==> config.mk <==
export PLATFORM = sky130hd
export DESIGN_NAME = lif_scheduler
export DESIGN_NICKNAME = d
export VERILOG_FILES = /design/src/rtl/lif_scheduler.sv
export SDC_FILE = /design/constraint.sdc
export NUM_CORES = 1
export LEC_CHECK = 0
export ABC_CLOCK_PERIOD_IN_PS = 5500
export CORE_ASPECT_RATIO = 0.6
export CORE_UTILIZATION = 32
export CTS_BUF_LIST = sky130_fd_sc_hd__clkbuf_4 sky130_fd_sc_hd__clkbuf_8
export CTS_CLUSTER_DIAMETER = 40
export DETAILED_ROUTE_END_ITERATION = 10
export PLACE_DENSITY = 0.53
export SLEW_MARGIN = 20
export SYNTH_ARGS = -nofsm -noshare
export SYNTH_HDL_FRONTEND = slang
export SYNTH_SLANG_ARGS = --single-unit
==> constraint.sdc <==
create_clock -name clk -period 5.5 [get_ports clk]
set_input_delay 0.55 -clock clk [delete_from_list [all_inputs] [get_ports clk]]
set_output_delay 0.55 -clock clk [all_outputs]
set_load 0.05 [all_outputs]
==> src/rtl/lif_scheduler.sv <==
// lif_scheduler: one LIF update engine time-multiplexed over NUM_NEURONS chained neurons.
// Optional macro LIF_REFRACTORY_EN adds a 2-timestep refractory counter per neuron.
module lif_scheduler #(
  parameter int NUM_NEURONS = 4,
  parameter int IDX_W = 2
) (
  input  logic                   clk,
  input  logic                   rst_n,
  input  logic                   ena,
  input  logic                   step,
  input  logic [7:0]             current,
  input  logic                   cfg_we,
  input  logic [1:0]             cfg_addr,
  input  logic [7:0]             cfg_data,
  input  logic [IDX_W-1:0]       sel,
  output logic                   busy,
  output logic                   done,
  output logic [NUM_NEURONS-1:0] spikes,
  output logic [7:0]             state_out
);
  typedef enum logic [1:0] {S_IDLE, S_LOAD, S_UPDATE, S_DONE} state_t;
  state_t r_st, w_nx;
  logic [IDX_W-1:0] r_idx;
  logic [7:0] r_state [NUM_NEURONS];
  logic [7:0] r_thr, r_wt, r_op_s, r_op_in;
  logic [2:0] r_beta;
  logic [NUM_NEURONS-1:0] r_acc, r_spikes;
  logic r_busy, r_done;
  logic w_last, w_fire, w_hold, w_spk, w_clr;
  logic [7:0] w_decay, w_sat, w_new;
  logic [8:0] w_sum;
  assign w_last = r_idx == IDX_W'(NUM_NEURONS - 1);
  assign w_clr = r_st == S_IDLE && cfg_we && cfg_addr == 2'd3;
  assign w_decay = r_op_s - (r_op_s >> r_beta);
  assign w_sum = {1'b0, w_decay} + {1'b0, r_op_in};
  assign w_sat = w_sum[8] ? 8'hFF : w_sum[7:0];
  assign w_fire = w_sat >= r_thr;
  assign w_spk = !w_hold && w_fire;
  assign w_new = (w_hold || w_fire) ? 8'd0 : w_sat;
  assign busy = r_busy;
  assign done = r_done;
  assign spikes = r_spikes;
  assign state_out = (32'(sel) < NUM_NEURONS) ? r_state[sel] : 8'd0;
  always_comb begin
    w_nx = r_st;
    w_nx = (r_st == S_IDLE) ? (step ? S_LOAD : S_IDLE) :
           (r_st == S_LOAD) ? S_UPDATE :
           (r_st == S_UPDATE) ? (w_last ? S_DONE : S_LOAD) : S_IDLE;
  end
  always_ff @(posedge clk or negedge rst_n) begin
    if (!rst_n) r_st <= S_IDLE;
    else if (ena) r_st <= w_nx;
  end
  always_ff @(posedge clk or negedge rst_n) begin
    if (!rst_n) begin
      r_idx <= '0;
      r_thr <= 8'd200;
      r_beta <= 3'd3;
      r_wt <= 8'd64;
      r_op_s <= '0;
      r_op_in <= '0;
      r_acc <= '0;
      r_spikes <= '0;
      r_busy <= 1'b0;
      r_done <= 1'b0;
      for (int i = 0; i < NUM_NEURONS; i++) r_state[i] <= '0;
    end else if (ena) begin
      r_done <= 1'b0;
      if (r_st == S_IDLE) begin
        if (cfg_we && cfg_addr == 2'd0) r_thr <= cfg_data;
        if (cfg_we && cfg_addr == 2'd1) r_beta <= cfg_data[2:0];
        if (cfg_we && cfg_addr == 2'd2) r_wt <= cfg_data;
        if (w_clr) for (int i = 0; i < NUM_NEURONS; i++) r_state[i] <= '0;
        if (step) begin
          r_idx <= '0;
          r_busy <= 1'b1;
        end
      end
      if (r_st == S_LOAD) begin
        r_op_s <= r_state[r_idx];
        r_op_in <= (r_idx == '0) ? current : (r_spikes[r_idx - IDX_W'(1)] ? r_wt : 8'd0);
      end
      if (r_st == S_UPDATE) begin
        r_state[r_idx] <= w_new;
        r_acc[r_idx] <= w_spk;
        if (!w_last) r_idx <= r_idx + IDX_W'(1);
      end
      if (r_st == S_DONE) begin
        r_spikes <= r_acc;
        r_done <= 1'b1;
        r_busy <= 1'b0;
      end
    end
  end
`ifdef LIF_REFRACTORY_EN
  logic [1:0] r_ref [NUM_NEURONS];
  assign w_hold = r_ref[r_idx] != 2'd0;
  // A spike arms the counter; held updates count it back down to zero.
  always_ff @(posedge clk or negedge rst_n) begin
    if (!rst_n) for (int i = 0; i < NUM_NEURONS; i++) r_ref[i] <= '0;
    else if (ena) begin
      if (w_clr) for (int i = 0; i < NUM_NEURONS; i++) r_ref[i] <= '0;
      if (r_st == S_UPDATE) r_ref[r_idx] <= w_hold ? r_ref[r_idx] - 2'd1 : (w_fire ? 2'd2 : 2'd0);
    end
  end
`else
  assign w_hold = 1'b0;
`endif
endmodule
# After elaboration in Yosys (flattened, before gate mapping)
# Cells that the tools add are included.
[op_classes]
n_addsub = 4
order_cmp = 7
n_eq_ne = 7
n_shift = 1
muxes = 35
n_bitwise = 2
reduce_logical = 19
[op_table]
columns = ["cell", "n"]
rows = [
  ["$mux 32", 4],
  ["$mux 8", 9],
  ["$bmux 8 s2", 2],
  ["$bwmux 32", 1],
  ["$demux 8 s2", 1],
  ["$mux 2", 8],
  ["$reduce_and 3->1", 4],
  ["$eq 2x2->1 const B", 5],
  ["$add 8x8->9", 1],
  ["$ge 8x8->1", 1],
  ["$shr 8x3->8", 1],
  ["$sub 8x8->8", 1],
  ["$logic_and 1x1->1", 7],
  ["$mux 1", 7],
  ["$ge 3x3->1 const B", 2],
  ["$logic_not 2->1", 3],
  ["$lt 2x3->1 const B", 2],
  ["$not 2->3", 2],
  ["$reduce_and 2->1", 3],
  ["$bwmux 4", 1],
  ["$eq 2x1->1 const B", 2],
  ["$reduce_bool 2->1", 2],
  ["$lt 3x1->1 const B", 1],
  ["$add 2x1->2 const B", 1],
  ["other kinds (4)", 4],
]
[word_totals]
regBits = 81
input_bits = 25
out_inout_bits = 14
word_cells = 90

# Depth between registers and ports, before layout
[logic_depth]
word_depth = 8
ltp_mapped = 26
mapped_depth_nobuf = 23

# Worst setup path after synthesis
# OpenSTA, ideal clock, no wires.
[synth_timing]
kind = "flip-flop to flip-flop"
start = "register r_beta[1]"
end = "register r_state[24] in the netlist's numbering"
t_arrival_ps = 4867
t_required_ps = 5415
slack_ps = 548
path_stages_with_launch = 26
synth_period_minus_slack_ps = 4952
path_cell_list = "dfstp_2 -> clkbuf_1 -> buf_2 -> mux2i_1 -> nor2_1 -> a21oi_1 -> mux2i_1 -> ha_1 -> fa_1 -> nor2b_1 -> o21ai_0 -> a21boi_0 -> nor4_1 -> a211o_1 -> ha_1 -> o21a_1 -> o21ai_1 -> a22oi_4 -> nor3_4 -> inv_1 -> ha_1 -> a21oi_1 -> nor2b_1 -> o21ai_1 -> nand4_1 -> o21ai_0"
[synth_between]
elab_chain_cells = 8
[synth_rtl]
columns = ["item", "line", "text"]
rows = [
  ["from (decl)", "26", "logic [2:0] r_beta;"],
  ["from (signal assigned)", "71", "if (cfg_we && cfg_addr == 2'd1) r_beta <= cfg_data[2:0];"],
  ["$shr 8x3->8 *", "34", "assign w_decay = r_op_s - (r_op_s >> r_beta);"],
  ["$sub 8x8->8 *", "34", ""],
  ["$add 8x8->9 *", "35", "assign w_sum = {1'b0, w_decay} + {1'b0, r_op_in};"],
  ["$mux 8 *", "36", "assign w_sat = w_sum[8] ? 8'hFF : w_sum[7:0];"],
  ["$ge 8x8->1", "37", "assign w_fire = w_sat >= r_thr;"],
  ["$mux 8 *", "39", "assign w_new = (w_hold || w_fire) ? 8'd0 : w_sat;"],
  ["$bwmux 32 *", "84", "r_state[r_idx] <= w_new;"],
  ["$mux 32 *", "83", "if (r_st == S_UPDATE) begin"],
  ["to (signal, indexed assignment)", "84", ""],
  ["to (decl)", "24", "logic [7:0] r_state [NUM_NEURONS];"],
]
# Mark *: on every way between the ends. The rest lies on a longest branch, timed or not.
# A chain may end at the register's enable or synchronous reset.

# Final worst setup path
[layout_timing]
start = "register r_beta[1]"
end = "register r_state[28] in the netlist's numbering"
# Same word-level chain as after synthesis.

==> results_dict.tcl <==
set metrics [dict create \
    status "completed" \
    synth_edf_count 0 \
    synth_seq_cells 81 \
    synth_flop_cell "dfrtp_1" \
    start_kind "register" \
    async_flop_share_pct 100 \
    drive_above_1_share_pct 17.7 \
    cts-htree-levels 3 \
    hold_path.class "in2async" \
    grt_max_degree 80 \
    ys_types 55 \
    hold_violations 0 \
    worst_pin_slew_ps 875 \
    fin_skew_ps 9.43 \
    final_nets 583 \
    wire_per_inst_um 17.6 \
    dp_hpwl_um 9670 \
    period_share_pct 93.0 \
    drc 0 \
    syn_area_per_cell_sq_um 10.2 \
    seq_area_frac_synth_pct 41.8 \
    worstPathCellList "mux2_2 -> a21oi_2 -> mux2i_1 -> ha_1 -> fa_1 -> nor2b_1 -> o21ai_0 -> a21boi_1 -> nor2_1 -> ha_1 -> a21o_1 -> a31oi_4 -> nor4b_2 -> a32o_2 -> inv_1 -> ha_1 -> nand4_1 -> a211o_1 -> and4_1 -> a22o_1" \
    crit_path_end_kind "register" \
    synthCells 477 \
    synth_area_sq_mm 0.00487 \
    die_x_um 161 \
    first_pass_iters 4 \
    grt_setup_unrepaired "false" \
    vias 3736 \
    period_minus_slack_ps 5120 \
    max_freq_mhz 195 \
    grt_pass1_vias 3698 \
    initial_core_util_pct 33.2 \
    crit_type "reg2reg" \
    syn_nets 535 \
    cts-root-buf "clkbuf_8" \
    grt_pass1_wl_um 20800 \
    clock_path_buffers 2 \
    cts_tree "done" \
    numPortBuffers 38 \
    dieArea_sq_mm 0.0157 \
    maxSlewViolCount 0 \
    layout.cells.non_filler 728 \
    cap_viol_max_count 0 \
    ys_top_cells_by_area "dfrtp_1 (39%), ha_1 (8.0%), mux4_2 (7.9%)" \
    drt-total-wl_um 12800 \
    antenna_found_initial 0 \
    worst-endpoint-required_ps 5750 \
    arrival_ps 5370 \
    antenna_left 0 \
    cpMostUsedCell "ha_1" \
    clk_latency_ps 360 \
    grtUsageTotal_pct 17.4 \
    reg2reg_depth 20 \
    routabilityCongestion 0.831 \
    vias_per_cell 5.13 \
    clock_sinks 81 \
    slowest_stage "dfstp_2" \
    diodes 0 \
    rows 34 \
    drt_iter0_drc 225 \
    dpl.cell_count 706 \
    cts_buffers 9 \
    io_pins 39 \
    relSlewSlack_pct 41.5 \
    die_height_um 97.5 \
    syn2layout_area_growth_pct 18.8 \
    worstPathMaxFanout 8 \
    synth_top_cell_area_share_pct 38.6 \
    yosys.area.top_type "dfrtp_1" \
    path_clk_slew_ps 90 \
    core_area_sq_mm 0.0147 \
    final-setup-viol-count 0 \
    slowest_delay_ps 610 \
    yosys_warnings 0 \
    grt_remaining_overflow 0 \
]
[final cells by class]
class / count / area (sq um)
multi-input cells: 351 / 2660
inverters: 28 / 105
flip-flops and latches: 81 / 2030
clock buffers: 12 / 159
well taps: 198 / 248
clock inverters: 4 / 73.8
fillers: 1461 / 8890
repair buffers: 54 / 504
[per-layer routing]
layer | track usage [%] | vias up | routed length, um
met1 | 27.9 | 1846 | 6830
met5 | 0 | - | 0
met3 | 3.88 | 0 | 858
met4 | 3.05 | 0 | 0
met2 | 23.4 | 91 | 5130
li1 | - | 1799 | -
[Yosys cell counts, types with 4 or more instances]
master,n
a21oi_1,23
a22o_1,4
and2_1,5
and4_1,5
buf_2,6
clkbuf_1,10
dfrtp_1,75
dfstp_2,6
ha_1,31
inv_1,28
mux2_2,26
mux2i_1,8
mux4_2,17
nand2_1,63
nand3_1,4
nand4_1,5
nor2_1,35
nor2b_1,9
nor3_1,4
o21ai_0,52
o21ai_1,11
xnor2_1,5
[flip-flops by register name, summed over array words and instances, names as in the netlist, 2 cells and up]
| register | cells |
|---|---|
| r_acc | 4 |
| r_beta | 3 |
| r_idx | 2 |
| r_op_in | 8 |
| r_op_s | 8 |
| r_st | 2 |
| r_state | 32 |
| r_thr | 8 |
| r_wt | 8 |
| spikes | 4 |
[kinds of logic after synthesis]
| family | Yosys count | share of synthesized area [%] |
|---|---|---|
| multiplexers | 51 | 15.5 |
| XOR/XNOR | 8 | 1.44 |
| AND/OR/NAND/NOR | 143 | 14.0 |
| flip-flops | 81 | 41.8 |
| buffers and inverters | 45 | 3.78 |
| AO/OA/AOI/OAI | 116 | 14.7 |
| adder cells (fa/ha/maj) | 33 | 8.79 |
[placed cells by master (no fill, tap or decap), types with 2 or more instances in the layout]
cell type         n
a211o_1           2
a211oi_1          3
a21o_1            2
a21oi_1          22
a22o_1            4
and2_1            5
and4_1            5
buf_4            15
bufinv_16         2
clkbuf_8         11
clkdlybuf4s50_1  37
dfrtp_1          75
dfstp_2           6
fa_1              2
ha_1             31
inv_1            28
mux2_2           26
mux2i_1           8
mux4_2           17
nand2_1          63
nand2b_1          3
nand3_1           4
nand3b_1          2
nand4_1           5
nor2_1           34
nor2_2            2
nor2b_1           9
nor3_1            4
o21a_1            3
o21ai_0          50
o21ai_1          12
xnor2_1           5
xor2_1            3
[per-stage QoR]
step | cell area (sq um) | setup WS [ps] | setup TNS (ps) | hold WS, ps | utilization (%)
after floorplan | 4870 | 548 | 0 | 254 | -
after global placement | 5490 | 58.2 | 0 | 336 | 37.4
after detailed placement | 5490 | -64.4 | -548 | 343 | 37.4
after CTS | 5760 | 25.9 | 0 | 486 | 39.2
after global routing | 5790 | 28.8 | 0 | 486 | 39.4
final | 5790 | 383 | 0 | 505 | 39.4
[worst max-delay path, delay by kind of cell (launching register included)]
family          cells  cell delay (ps)
compound gates      8             1740
fa+ha+maj           4             1340
simple gates        5              790
flops               1              610
mux                 2              470
buf+inv             1               60
[repair_timing]
item	4_1_cts	5_1_grt
resized for setup	0	7
hold buffers	1	0
setup buffers	3	2
pin swaps	0	4
endpoints found under the setup margin	18	36
endpoints found under the hold margin	2	0
[path summary, 6_finish.rpt]
check | to | start | slack, ps
setup / recovery | r_state[28] | r_beta[1] | 380
hold / removal | r_op_s[3] | rst_n | 510
setup reg to reg | r_state[28] | r_beta[1] | 380
hold reg to reg | r_state[16] | r_state[16] | 510
max in group asynchronous | r_wt[2] | rst_n | 4090
min in group clk | r_state[16] | r_state[16] | 510
Power is not shown: default switching activity piles up to over one toggle a cycle in this logic, so the estimate is an artifact.
